<file path="src/rtl/vital_alarm_manager.sv">
// vital_alarm_manager: debounces four detector flags, timestamps each debounced rising edge and
// queues it in a FIFO drained over valid/ready. Escalation only with VITAL_ALARM_ESCALATION_EN.

module vital_alarm_channel #(
   parameter int DEBOUNCE_CYCLES = 4,
   parameter int ESCALATE_CYCLES = 1000
) (
   input  logic clk,
   input  logic rst_n,
   input  logic flag,
   output logic active,
   output logic rise,
   output logic escalate
);
   localparam int DW = $clog2(DEBOUNCE_CYCLES + 1);
   localparam logic [DW-1:0] DEB_MAX = DW'(DEBOUNCE_CYCLES);

   logic [DW-1:0] debCnt;
   logic          activeQ;

   always_ff @(posedge clk or negedge rst_n) begin
      if (!rst_n) begin
         debCnt  <= '0;
         active  <= 1'b0;
         activeQ <= 1'b0;
      end else begin
         activeQ <= active;
         if (!flag) begin
            debCnt <= '0;
            active <= 1'b0;
         end else begin
            if (debCnt != DEB_MAX) debCnt <= debCnt + 1'b1;
            if (debCnt >= DEB_MAX - 1'b1) active <= 1'b1;
         end
      end
   end

   // One-cycle pulse the clock after the debounced bit rises.
   assign rise = active & ~activeQ;

`ifdef VITAL_ALARM_ESCALATION_EN
   localparam int EW = $clog2(ESCALATE_CYCLES + 1);
   localparam logic [EW-1:0] ESC_MAX = EW'(ESCALATE_CYCLES);

   logic [EW-1:0] escCnt;

   // Cleared off the raw flag so escalate drops on the same edge as the debounced bit.
   always_ff @(posedge clk or negedge rst_n) begin
      if (!rst_n) begin
         escCnt   <= '0;
         escalate <= 1'b0;
      end else if (!flag) begin
         escCnt   <= '0;
         escalate <= 1'b0;
      end else if (active) begin
         if (escCnt != ESC_MAX) escCnt <= escCnt + 1'b1;
         if (escCnt >= ESC_MAX - 1'b1) escalate <= 1'b1;
      end
   end
`else
   assign escalate = 1'b0;
`endif
endmodule

module vital_alarm_manager #(
   parameter int DEBOUNCE_CYCLES = 4,
   parameter int FIFO_DEPTH      = 8,
   parameter int TS_W            = 16,
   parameter int ESCALATE_CYCLES = 1000
) (
   input  logic                          clk,
   input  logic                          rst_n,
   input  logic                          fall_flag,
   input  logic                          pressure_flag,
   input  logic                          blood_flag,
   input  logic                          temp_flag,
   input  logic                          alarm_ready,
   input  logic                          overflow_clr,
   output logic                          alarm_valid,
   output logic [1:0]                    alarm_code,
   output logic [TS_W-1:0]               alarm_ts,
   output logic [3:0]                    active_alarms,
   output logic [$clog2(FIFO_DEPTH):0]   fifo_count,
   output logic                          overflow,
   output logic [3:0]                    escalate
);
   localparam int AW = $clog2(FIFO_DEPTH);
   localparam logic [AW:0] FULL_CNT = (AW+1)'(FIFO_DEPTH);

   typedef struct packed {
      logic [1:0]      code;
      logic [TS_W-1:0] ts;
   } alarmEvent_t;

   logic [3:0]      flags, rise, pend, grant, grantEff;
   logic [1:0]      winCode;
   logic [TS_W-1:0] tsCnt;
   logic [AW-1:0]   wrPtr, rdPtr;
   logic [AW:0]     count;
   logic            full, push, pop, ovfSet;
   alarmEvent_t     mem [FIFO_DEPTH];
   alarmEvent_t     headEvt;

   assign flags = {temp_flag, blood_flag, pressure_flag, fall_flag};

   for (genvar gi = 0; gi < 4; gi++) begin : gChan
      vital_alarm_channel #(
         .DEBOUNCE_CYCLES (DEBOUNCE_CYCLES),
         .ESCALATE_CYCLES (ESCALATE_CYCLES)
      ) uChan (
         .clk      (clk),
         .rst_n    (rst_n),
         .flag     (flags[gi]),
         .active   (active_alarms[gi]),
         .rise     (rise[gi]),
         .escalate (escalate[gi])
      );
   end

   always_ff @(posedge clk or negedge rst_n) begin
      if (!rst_n) tsCnt <= '0;
      else        tsCnt <= tsCnt + 1'b1;
   end

   // Lowest index wins: fall > pressure > blood > temperature.
   assign grant = pend & (~pend + 4'd1);

   always_comb begin
      winCode = 2'd3;
      if (pend[0])      winCode = 2'd0;
      else if (pend[1]) winCode = 2'd1;
      else if (pend[2]) winCode = 2'd2;
   end

   assign full     = (count == FULL_CNT);
   assign pop      = alarm_valid & alarm_ready;
   assign push     = (|pend) & (~full | pop);
   assign grantEff = push ? grant : 4'd0;
   // A rise on a channel whose previous event is still waiting (and not leaving now) is lost.
   assign ovfSet   = |(rise & pend & ~grantEff);

   always_ff @(posedge clk or negedge rst_n) begin
      if (!rst_n) begin
         pend     <= '0;
         overflow <= 1'b0;
         wrPtr    <= '0;
         rdPtr    <= '0;
         count    <= '0;
      end else begin
         pend <= (pend & ~grantEff) | rise;
         if (ovfSet)            overflow <= 1'b1;
         else if (overflow_clr) overflow <= 1'b0;
         if (push) wrPtr <= wrPtr + 1'b1;
         if (pop)  rdPtr <= rdPtr + 1'b1;
         if (push && !pop)      count <= count + 1'b1;
         else if (pop && !push) count <= count - 1'b1;
      end
   end

   always_ff @(posedge clk) begin
      if (push) mem[wrPtr] <= '{code: winCode, ts: tsCnt};
   end

   assign headEvt     = mem[rdPtr];
   assign alarm_valid = (count != '0);
   assign alarm_code  = alarm_valid ? headEvt.code : 2'd0;
   assign alarm_ts    = alarm_valid ? headEvt.ts : '0;
   assign fifo_count  = count;
endmodule

</file>
<file path="config.mk">
export PLATFORM = sky130hd
export DESIGN_NAME = vital_alarm_manager
export DESIGN_NICKNAME = d
export VERILOG_FILES = /design/src/rtl/vital_alarm_manager.sv
export SDC_FILE = /design/constraint.sdc
export NUM_CORES = 1
export LEC_CHECK = 0
export CORE_UTILIZATION = 60
export DETAILED_ROUTE_END_ITERATION = 7
export GPL_TIMING_DRIVEN = 0
export HOLD_SLACK_MARGIN = 0.05
export PLACE_DENSITY_LB_ADDON = 0.15
export SLEW_MARGIN = 20
export SYNTH_ARGS = -nofsm -noshare
export SYNTH_HDL_FRONTEND = slang
export SYNTH_HIERARCHICAL = 1
export SYNTH_SLANG_ARGS = --single-unit
</file>
<file path="constraint.sdc">
create_clock -name clk -period 10.15 [get_ports clk]
set_clock_uncertainty 0.15 [all_clocks]
set_input_delay 3.045 -clock clk [delete_from_list [all_inputs] [get_ports clk]]
set_output_delay 3.045 -clock clk [all_outputs]
set_load 0.1 [all_outputs]
</file>
==> results of run 1 <==
## final timing paths
check | startpoint | endpoint | slack [ps]
hold / removal | gChan[0].uChan/active | gChan[0].uChan/activeQ | 290
setup / recovery | rdPtr[1] | alarm_ts[5] | 3350
setup reg to reg | fifo_count[0] | fifo_count[3] | 6810
max in group asynchronous | rst_n | tsCnt[5] | 6890
min in group asynchronous | rst_n | gChan[0].uChan/debCnt[2] | 2510
hold reg to reg | gChan[0].uChan/active | gChan[0].uChan/activeQ | 290
## state kept, by name, indices dropped and copies added (netlist names)
register and count:
gChan.uChan/active 4, pend 4, gChan.uChan/debCnt 12, gChan.uChan/activeQ 4, fifo_count 4, overflow 1
wrPtr 3, mem 144, tsCnt 16, rdPtr 3
## cell usage in the layout (no fill, tap or decap), types with 11 or more instances in the layout
cell             count
mux4_2              36
ha_1                18
a22o_1              18
dfrtp_1             51
edfxtp_1           144
nand2_1             11
buf_6               12
clkdlybuf4s50_1     34
clkbuf_16           17
inv_1               22
## area by class of cell
type / instances / area [sq um] / area share (%)
sequential: 195 / 5600 / 59.7
multi-input combinational: 221 / 2250 / 24.0
timing repair buffer: 48 / 485 / 5.18
clock buffer: 19 / 443 / 4.72
tap: 172 / 215 / 2.30
clock inverter: 13 / 156 / 1.67
buffer: 21 / 140 / 1.49
inverter: 22 / 82.6 / 0.881
## cell families after synthesis
kind of cell,synth area share (%)
mux,10.6
simple gates,4.83
other cells,0.187
fa+ha+maj,3.05
compound gates,6.66
buf+inv,2.77
flops,69.7
xor+xnor,2.18
## worst register-to-register path: cells and delay by family (launching register included)
kind / cells / cell delay, ps
buffers and inverters: 3 / 470
adders and majority gates: 2 / 590
DFF: 1 / 480
AOI/OAI and AO/OA: 3 / 640
and+or+nand+nor: 2 / 900
## layer usage
metal | part of all wire [%] | up-vias | global-route usage (%)
met5 | 0 | - | 0
met4 | 1.4 | 0 | 8.25
met3 | 6.7 | 17 | 6.20
met2 | 50 | 149 | 38.0
met1 | 42 | 2179 | 32.5
li1 | - | 1929 | -
## through the flow
step,cells,util (%),worst slack (ps),hold WS (ps)
floorplan,459,-,4240,317
global placement,666,67.1,1810,282
detailed placement,679,68.4,3800,286
CTS,711,73.1,3290,299
global route,711,73.1,3160,314
finish,711,73.1,3350,291
==> metrics, run 1 <==
die width 118 um; Max stage delay cell, worst path clkdlybuf4s50_1; Core Rows 41; ANT cells 0; Post-synth EDFFs 144; placed cell area approximately 8800 sq um; critical setup path kind reg2out; most frequent CP cell clkbuf_1; fillers 804; via count 4274; Main synth FF type edfxtp_1; Syn Inst Count 459; Hold Crit Depth 0; syn_nets 486; IO Port Bufs 35; Worst Setup End Kind primary output; Routed Antenna Nets 0; area growth from synthesis to layout 16.7%; RSZ-0062 raised after global routing no; # DRC 0; Yosys top cell by area edfxtp_1; Avg Cell Area, Syn 17.5 sq um; antenna violations before repair 0; WP data arrival 3610 ps; Slew @ Worst Pin 974 ps; H-tree lvl count 4; Seq/Total Area, Yosys 69.7%; commonest cells in the synthesized netlist edfxtp_1, dfrtp_1, mux4_2, inv_1; clk buf depth 2; crit path cell chain clkbuf_1, clkbuf_1, mux4_2, a22o_1, clkdlybuf4s50_1; Synth area leaders edfxtp_1, dfrtp_1, mux4_2; Starting DRT DRC Count around 290; Max Cap Violations 0; Core Area ~13000 sq um; vias in the first global route 4399; Post-Route Setup TNS 0 ps; CTS tree yes; Final #Nets 553; worst path bufs/invs 3; first-pass GRT wire length 24.2 mm; critical path launch point type flip-flop; post-DP HPWL 9.70 mm; Final Cycle Share 67.0%; Reg clk slew, reported paths about 70 ps; Post-CTS Hold Fix Bufs 0; share of layout cells above drive strength 1 between 20% and 30%; post-CTS sizing 0; io pins 40; CTS Root Cell clkbuf_16; CP required 6960 ps; delay-heaviest family, CP buffers and inverters; clock sinks 195; final wirelength 15.0 mm; Yosys cell types 46; total grt overflow 0; post-route cell area 9380 sq um; largest net degree at the start of global routing 52; synth warn 6; Clk Latency, worst-skew pair roughly 430 ps; final setup fails 0; worst-path fanout max 10; Initial Util 62.7%; final slew viol count 0; worst r2r path cells 10; GR Util All Layers 23.9%; worst hold path type reg2reg; Post-synth ARST share 26.2%; gp weighted congestion around 0.74; Final min period 6800 ps; Slew headroom 34.9%; #FFs+latches synth about 200; Crit. path cell count 5; Synth Cell Area 8040 sq um; status finished, final reports clean; drt first pass iters 5; Final Hold Viols 0; Total Die Area 13900 sq um; # Post-CTS Setup Buffers 0; count leader, synth edfxtp_1; CP peak stage delay 1140 ps; Inserted Clock Buffers 17; WL/cell between 20 and 25 um; Via density between 6 and 7; chip height approximately 120 um; Synth top area share 53.8%; Max Freq 147 MHz
Power of run 1 is left out: the tool's default activity adds up to more than one toggle a clock period on the data nets, which glitch-free logic cannot reach.
==> inputs of run 2 (changes only) <==
--- a/config.mk
+++ b/config.mk
@@ -5,7 +5,7 @@
 export SDC_FILE = /design/constraint.sdc
 export NUM_CORES = 1
 export LEC_CHECK = 0
-export CORE_UTILIZATION = 60
+export CORE_UTILIZATION = 54
 export DETAILED_ROUTE_END_ITERATION = 7
 export GPL_TIMING_DRIVEN = 0
 export HOLD_SLACK_MARGIN = 0.05
==> constraint.sdc (replaced) <==
create_clock -name clk -period 5.45 [get_ports clk]
set_clock_uncertainty 0.15 [all_clocks]
set_input_delay 1.635 -clock clk [delete_from_list [all_inputs] [get_ports clk]]
set_output_delay 1.635 -clock clk [all_outputs]
set_load 0.1 [all_outputs]
==> run 2 against run 1 <==
Compared with the run above: count of clock-buffer cells in the layout down 1; routed wire length grew 1.0%; highest routed layer unchanged; critical path type unchanged; setup slack worse by 3200 ps; register-to-register slack got worse by 4800 ps; via count fell by 0.87%; critical endpoint is now alarm_ts[7]; die area increased by 11%; core utilization decreased by 8.4 points.
==> metrics, run 2 (same netlist as run 1, synthesis figures left out) <==
Slew headroom 34.6%; vias in the first global route 4374; io pins 40; hold endpoint gChan[2].uChan/activeQ; Max Cap Violations 0; post-DP HPWL 9.89 mm; WL/cell 21.0 um; fillers 1030; worst r2r path cells 10; critical setup path kind reg2out; Initial Util 55.3%; chip height 124 um; Hold Crit Depth 0; Post-CTS Hold Fix Bufs 0; final setup fails 0; Worst R2R End fifo_count[3]; Core Rows 44; Via density between 5 and 6; CTS Root Cell clkbuf_16; Core Area 14500 sq um; reg2reg setup slack 2050 ps; antenna violations before repair 0; Slew @ Worst Pin around 980 ps; Final #Nets between 500 and 600; worst-path fanout max 10; via count 4237; Final Hold Viols 0; Reg clk slew, reported paths 70 ps; Final min period around 5300 ps; # DRC 0; first-pass GRT wire length ~24 mm; worst hold path type reg2reg; # Post-CTS Setup Buffers 0; final wirelength between 15 and 20 mm; r2r startpoint fifo_count[0]; status finished, final reports clean; GR Util All Layers 21.8%; IO Port Bufs 35; WP data arrival 3560 ps; Hold Startpoint gChan[2].uChan/active; Worst Setup End Kind primary output; clock sinks between 150 and 200; total grt overflow 0; RSZ-0062 raised after global routing yes; commonest non-fill, non-tap cell in the layout edfxtp_1; drt first pass iters 4; Clk Latency, worst-skew pair 440 ps; critical path launch point type flip-flop; largest registers mem: 144 flops, tsCnt: 16 flops, gChan.uChan/debCnt: 12 flops; Min Hold Slack around 300 ps; largest net degree at the start of global routing 52; CP required between 3000 and 4000 ps; CTS tree yes; ANT cells 0; final slew viol count 0; gp weighted congestion 0.741; Starting DRT DRC Count 343; clk buf depth 2; area growth from synthesis to layout 17.0%; Routed Antenna Nets 0; Inserted Clock Buffers 17; Max Freq 187 MHz; commonest cells after routing, fill and taps aside edfxtp_1, dfrtp_1, mux4_2; Sequential Area between 5000 and 6000 sq um; die width 124 um; share of layout cells above drive strength 1 20.0%; Final Cycle Share a little over nine tenths; Total Die Area ~15000 sq um; H-tree lvl count 4; max reg flops between 100 and 150; multi-input logic area 2260 sq um; largest register by flop count mem; post-CTS sizing 0
[run 2: metrics by stage]
step | cells | instance area, sq um | setup slack (ps) | utilization [%] | TNS, ps
floorplan | 459 | 8040 | 948 | - | 0
global placement | 678 | 8620 | -1610 | 59.3 | -61100
detailed placement | 691 | 8770 | 519 | 60.4 | 0
CTS | 723 | 9390 | 50.1 | 64.6 | 0
global route | 723 | 9400 | -1.65 | 64.7 | -2.44
finish | 723 | 9400 | 105 | 64.7 | 0
[run 2: area by class of cell]
class,count,area share [%]
clock inverters,14,1.96
repair buffers,48,5.07
plain buffers,21,1.49
well taps,184,2.45
clock buffers,18,4.57
inverters,22,0.878
multi-input cells,221,24.0
flip-flops and latches,195,59.6
[run 2: how the worst max path moves through the flow]
stage	start	endpoint	slack (ps)	cells past startpoint
final	rdPtr[1]	alarm_ts[7]	100	5
after global routing	rdPtr[1]	alarm_ts[14]	-2	5
after CTS	rdPtr[1]	alarm_ts[5]	50	5
after detailed placement	rdPtr[1]	alarm_ts[4]	520	5
after global placement	alarm_ready	mem[0][15]	-1610	5
after floorplan	fifo_count[0]	alarm_ts[10]	950	6
[run 2: critical path: stages (launching register included)]
cell	delay, ps
dfrtp_1	360
clkbuf_1	490
buf_1	650
mux4_2	410
a22o_1	250
clkdlybuf4s50_1	960
[run 2: metal layers]
| metal | vias up | routed length [um] | global-route usage [%] |
|---|---|---|---|
| li1 | 1931 | - | - |
| met1 | 2178 | 6400 | 29.0 |
| met2 | 109 | 7800 | 35.4 |
| met3 | 19 | 762 | 4.81 |
| met4 | 0 | 241 | 8.56 |
| met5 | - | 0 | 0 |
Power of run 2 is left out for the same reason.
==> inputs of run 3 (changes only) <==
--- a/config.mk
+++ b/config.mk
@@ -8,7 +8,7 @@
 export CORE_UTILIZATION = 54
 export DETAILED_ROUTE_END_ITERATION = 7
 export GPL_TIMING_DRIVEN = 0
-export HOLD_SLACK_MARGIN = 0.05
+export HOLD_SLACK_MARGIN = 0.1
 export PLACE_DENSITY_LB_ADDON = 0.15
 export SLEW_MARGIN = 20
 export SYNTH_ARGS = -nofsm -noshare
==> results of run 3 <==
No change in the layout: final DEF, timing and power equal those of run 2.
Power of run 3 is left out for the same reason.
==> RTL edit 1, RTL diff (settings of run 2) <==
Set the parameter `FIFO_DEPTH` to 16 (it was 8).
--- a/src/rtl/vital_alarm_manager.sv
+++ b/src/rtl/vital_alarm_manager.sv
@@ -64,7 +64,7 @@
 
 module vital_alarm_manager #(
    parameter int DEBOUNCE_CYCLES = 4,
-   parameter int FIFO_DEPTH      = 8,
+   parameter int FIFO_DEPTH      = 16,
    parameter int TS_W            = 16,
    parameter int ESCALATE_CYCLES = 1000
 ) (
Ports: changed (resized fifo_count); port bits go from 40 to 41. No check against the original RTL was run, so the function may have changed too.
==> RTL edit 1 against run 2 <==
  * Sequential cell count grew 147
  * Fmax increased by 2.6%
  * Area after synthesis is 72% higher
  * Routed wire length grew 75%
  * Sequential share of layout area up 4.1 points
  * Critical path depth grew 1
  * Register-to-register slack got worse by 0.31 ns
  * Non-clock buffer count fell by 2
  * Utilization shrank 2.2 points
  * Worst hold slack lost 0.0057 ns
  * Worst setup slack better by 0.14 ns
  * Final area up 67%
Power is not shown: default switching activity piles up to over one toggle a cycle in this logic, so the estimate is an artifact.
==> RTL edit 1: results (changes against run 2) <==
Total Routing Usage GR=21.5% (-0.36 points); CTS resizes=18 (+18); crit path max-delay cell type=dlygate4sd2_1; most frequent cells after synthesis=edfxtp_1, mux4_2, dfrtp_1; I/O Buffers=36 (+2.9%); Num CTS Buffers=35 (+18); antenna violations before repair=0 (unchanged); Clock Tree Root=clkbuf_16; Worst Path Arrival=3.42 ns (-0.14 ns); DRT iter0 DRCs=422 (+23%); Via Count=6699 (+58%); drt pass-1 iters=5 (+1); Worst path max stage delay=0.61 ns (-0.35 ns); Max-Cap Viols=0 (unchanged); syn_nets=737 (+52%); Worst-Skew Late Latency=0.50 ns (+0.06 ns); H-tree depth=2 (-2); Filler Cell Count=1786 (+73%); # diodes=0 (unchanged); Top Registers=mem x288, tsCnt x16, gChan.uChan/debCnt x12; routability congestion estimate=0.764 (+3.0%); asr flop ratio synth=15.8% (-10 points); Synth cell types=48 (+4.3%); Setup Buffers After CTS=0 (unchanged); largest net degree at the start of global routing=55 (+5.8%); sequential fraction of the synthesis area=72.5% (+2.8 points); HPWL Detailed=17000 um (+72%); met3 GRT Util=3.12% (-1.7 points); Post-Synthesis Cells=706 (+54%); Warnings, synthesis=6 (unchanged); Clock Path Buffers=3 (+1); Final ANT Viol Nets=0 (unchanged); share of cells above drive strength 1=22.5% (+2.4 points); status=finished, final reports clean; vias in the first global route=7032 (+61%); first-pass GRT wire length=41300 um (+74%); Final Net Count=812 (+47%); largest cells by area after synthesis=edfxtp_1, mux4_2, dfrtp_1; global-route met2 utilization=35.9% (+0.47 points); DRT Wirelength=26600 um (+75%); Worst path top cell family by delay=buffers and inverters; number of enable flip-flop cells after synthesis=288 (+100%); grt met1 use=29.9% (+0.93 points); R2R depth=10 (unchanged); hold path cells=0 (unchanged); Max FO, Critical Path=10 (unchanged); worst min path class=flip-flop to flip-flop; worst slew pin tran=1.08 ns (+0.105 ns); DR vias/cell=5.90 (+0.71%); cell count after placement=1074 (+55%)
[RTL edit 1: changes by cell type after synthesis, moves of 8 or more]
cell | before | now
edfxtp_1 | 144 | 288
mux4_2 | 36 | 72
a221o_1 | 0 | 18
a22o_1 | 18 | 0
mux2_2 | 2 | 20
and3_1 | 8 | 24
nor2b_1 | 9 | 22
buf_2 | 4 | 13
and2b_1 | 0 | 8
[RTL edit 1: cell type report]
type,count,area (um^2),area share (%)
Clock buffer,48,987,6.29
Multi-Input combinational cell,312,3530,22.5
Inverter,23,86.3,0.550
Sequential cell,342,10000,63.7
Clock inverter,13,134,0.853
Timing Repair Buffer,38,354,2.26
Buffer,29,193,1.23
Tap cell,330,413,2.63
[RTL edit 1: through the flow]
stage	instance area [um^2]	util [%]	hold WS, ns	worst slack, ns
detailed placement	14600	58.1	0.287	0.372
global route	15700	62.5	0.314	0.0863
CTS	15700	62.5	0.304	0.179
global placement	14600	58.0	0.286	-0.665
floorplan	13800	-	0.323	0.677
finish	15700	62.5	0.298	0.242
[RTL edit 1: layer usage]
layer,part of all wire [%],routed length (um)
met1,42,11200
met2,51,13400
met3,5.2,1390
met4,1.9,508
met5,0,0
[RTL edit 1: final timing paths]
path / to / slack, ns / startpoint
worst max-delay path: alarm_ts[6] / 0.24 / rdPtr[0]$_DFFE_PN0P_
worst min-delay path: gChan[2].uChan/activeQ$_DFF_PN0_ / 0.30 / gChan[2].uChan/active$_DFFE_PN0P_
worst max register to register: fifo_count[4]$_DFFE_PN0P_ / 1.74 / pend[0]$_DFF_PN0_
worst min register to register: gChan[2].uChan/activeQ$_DFF_PN0_ / 0.30 / gChan[2].uChan/active$_DFFE_PN0P_
max in group asynchronous: tsCnt[1]$_DFF_PN0_ / 3.66 / rst_n
min in group asynchronous: gChan[3].uChan/debCnt[1]$_DFFE_PN0P_ / 1.04 / rst_n
[RTL edit 1: kinds of logic (layout without fill, tap and decap cells)]
group / count (synthesis) / after routing / synth area share (%)
buffers and inverters: 52 / 151 / 2.02
adders and majority gates: 23 / 23 / 2.14
xor gates and xnor gates: 23 / 23 / 1.46
DFF: 342 / 342 / 72.5
other: 4 / 4 / 0.109
and+or+nand+nor: 103 / 103 / 4.33
muxes: 93 / 93 / 13.5
AOI/OAI and AO/OA: 66 / 66 / 3.96
==> RTL edit 2, RTL diff (settings of run 2) <==
Without the edit above. Put a register stage on the output `alarm_ts`, without a reset. The value now appears one clock later. The other outputs are not delayed to match.
--- a/src/rtl/vital_alarm_manager.sv
+++ b/src/rtl/vital_alarm_manager.sv
@@ -164,7 +164,9 @@
    assign headEvt     = mem[rdPtr];
    assign alarm_valid = (count != '0);
    assign alarm_code  = alarm_valid ? headEvt.code : 2'd0;
-   assign alarm_ts    = alarm_valid ? headEvt.ts : '0;
+   always_ff @(posedge clk) begin
+      alarm_ts <= alarm_valid ? headEvt.ts : '0;
+   end
    assign fifo_count  = count;
 endmodule
 
Formal check against the unedited RTL: not equivalent (a bounded check fails within 10 cycles, from zero or initial values and one cycle with rst_n low).
==> RTL edit 2 against run 2 <==
  * The run now ends with design-rule violations left
  * Routed wire length is 0.59% higher
  * Critical path depth stayed put
  * Worst setup slack better by 0.10 ns
  * Final area is 3.9% higher
  * Area after synthesis is 4.0% higher
  * Sequential cell count is 16 higher
  * Critical path type unchanged
  * Critical endpoint is now alarm_code[1]
  * Largest cell class unchanged
==> RTL edit 2: results (changes against run 2) <==
Total Routing Usage GR=20.5% (-1.4 points); Worst path top cell family by delay=buffers and inverters; DR DRC count=2 (+2); Slew headroom=34.9% (+0.29 points); share of cells above drive strength 1=19.4% (-0.64 points); met2 routed WL=7680 um (-1.5%); XOR/XNOR share of the synthesized area=2.10% (-0.084 points); Post-Synthesis Cells=475 (+3.5%); HPWL Detailed=9530 um (-3.6%); Compound-Gate Fraction of Synth Area=6.41% (-0.26 points); violated checks=design-rule violations; routability congestion estimate=0.714 (-3.6%); DRT iter0 DRCs=242 (-29%); Top Registers=mem x144, alarm_ts x16, tsCnt x16; Worst path max stage delay=0.87 ns (-0.09 ns); crit path max-delay cell type=dlygate4sd2_1; Clock Path Buffers=3 (+1); sequential fraction of the synthesis area=70.8% (+1.2 points); Met3 Routed Length=723 um (-5.1%); Via Count=4413 (+4.2%); pre-CTS setup slack=0.467 ns (-0.0522 ns); Synth cell types=47 (+2.2%); asr flop ratio synth=24.2% (-2.0 points); largest cells by area after synthesis=edfxtp_1, dfrtp_1, mux4_2; vias in the first global route=4492 (+2.7%); Filler Cell Count=1063 (+3.2%); min-delay src=gChan[1].uChan/active$_DFFE_PN0P_; cell count after placement=710 (+2.7%); drt pass-1 iters=6 (+2); Worst-Skew Late Latency=0.50 ns (+0.06 ns); first-pass GRT wire length=24500 um (+3.2%); M1 WL=6620 um (+3.4%); status=complete, but fails checks; Worst Path Arrival=3.46 ns (-0.10 ns)
[RTL edit 2: cell count changes after synthesis]
cell / run 2 / this run
dfxtp_1: 0 / 16
[RTL edit 2: worst register-to-register path, cell delays in order (launching register included)]
cell      delay [ns]
dfrtp_1         0.48
or3_1           0.37
clkbuf_1        0.22
o21ai_2         0.44
inv_1           0.10
ha_1            0.28
inv_1           0.16
ha_1            0.31
or4_1           0.53
o211ai_1        0.12
o211ai_1        0.10
[RTL edit 2: area by class of cell]
class	count	share of cell area [%]
timing repair buffer	47	4.56
tap	188	2.41
clock buffer	31	6.51
inverter	22	0.846
buffer	21	1.44
clock inverter	9	0.436
sequential	211	60.6
multi-input combinational	221	23.2
[RTL edit 2: per-layer routing]
layer	vias up	GRT usage, %
met2	109	34.4
met3	23	2.95
li1	1984	-
met1	2297	28.0
met5	-	0
met4	0	6.38
[RTL edit 2: worst paths after layout]
check | endpoint | slack [ns] | cells past startpoint
max in group asynchronous | tsCnt[11]$_DFF_PN0_ | 3.65 | 1
min in group asynchronous | gChan[1].uChan/debCnt[1]$_DFFE_PN0P_ | 1.03 | 1
worst min register to register | gChan[1].uChan/activeQ$_DFF_PN0_ | 0.29 | 0
worst max-delay path | alarm_code[1] | 0.20 | 5
worst max register to register | fifo_count[3]$_DFFE_PN0P_ | 2.07 | 10
worst min-delay path | gChan[1].uChan/activeQ$_DFF_PN0_ | 0.29 | 0
[RTL edit 2: per-stage QoR]
stage / area, um^2 / total power [W]
after detailed placement: 9090 / 0.00494
after global placement: 8940 / 0.00480
after CTS: 9760 / 0.00633
final: 9760 / 0.00626
after floorplan: 8360 / 0.00424
after global routing: 9760 / 0.00655
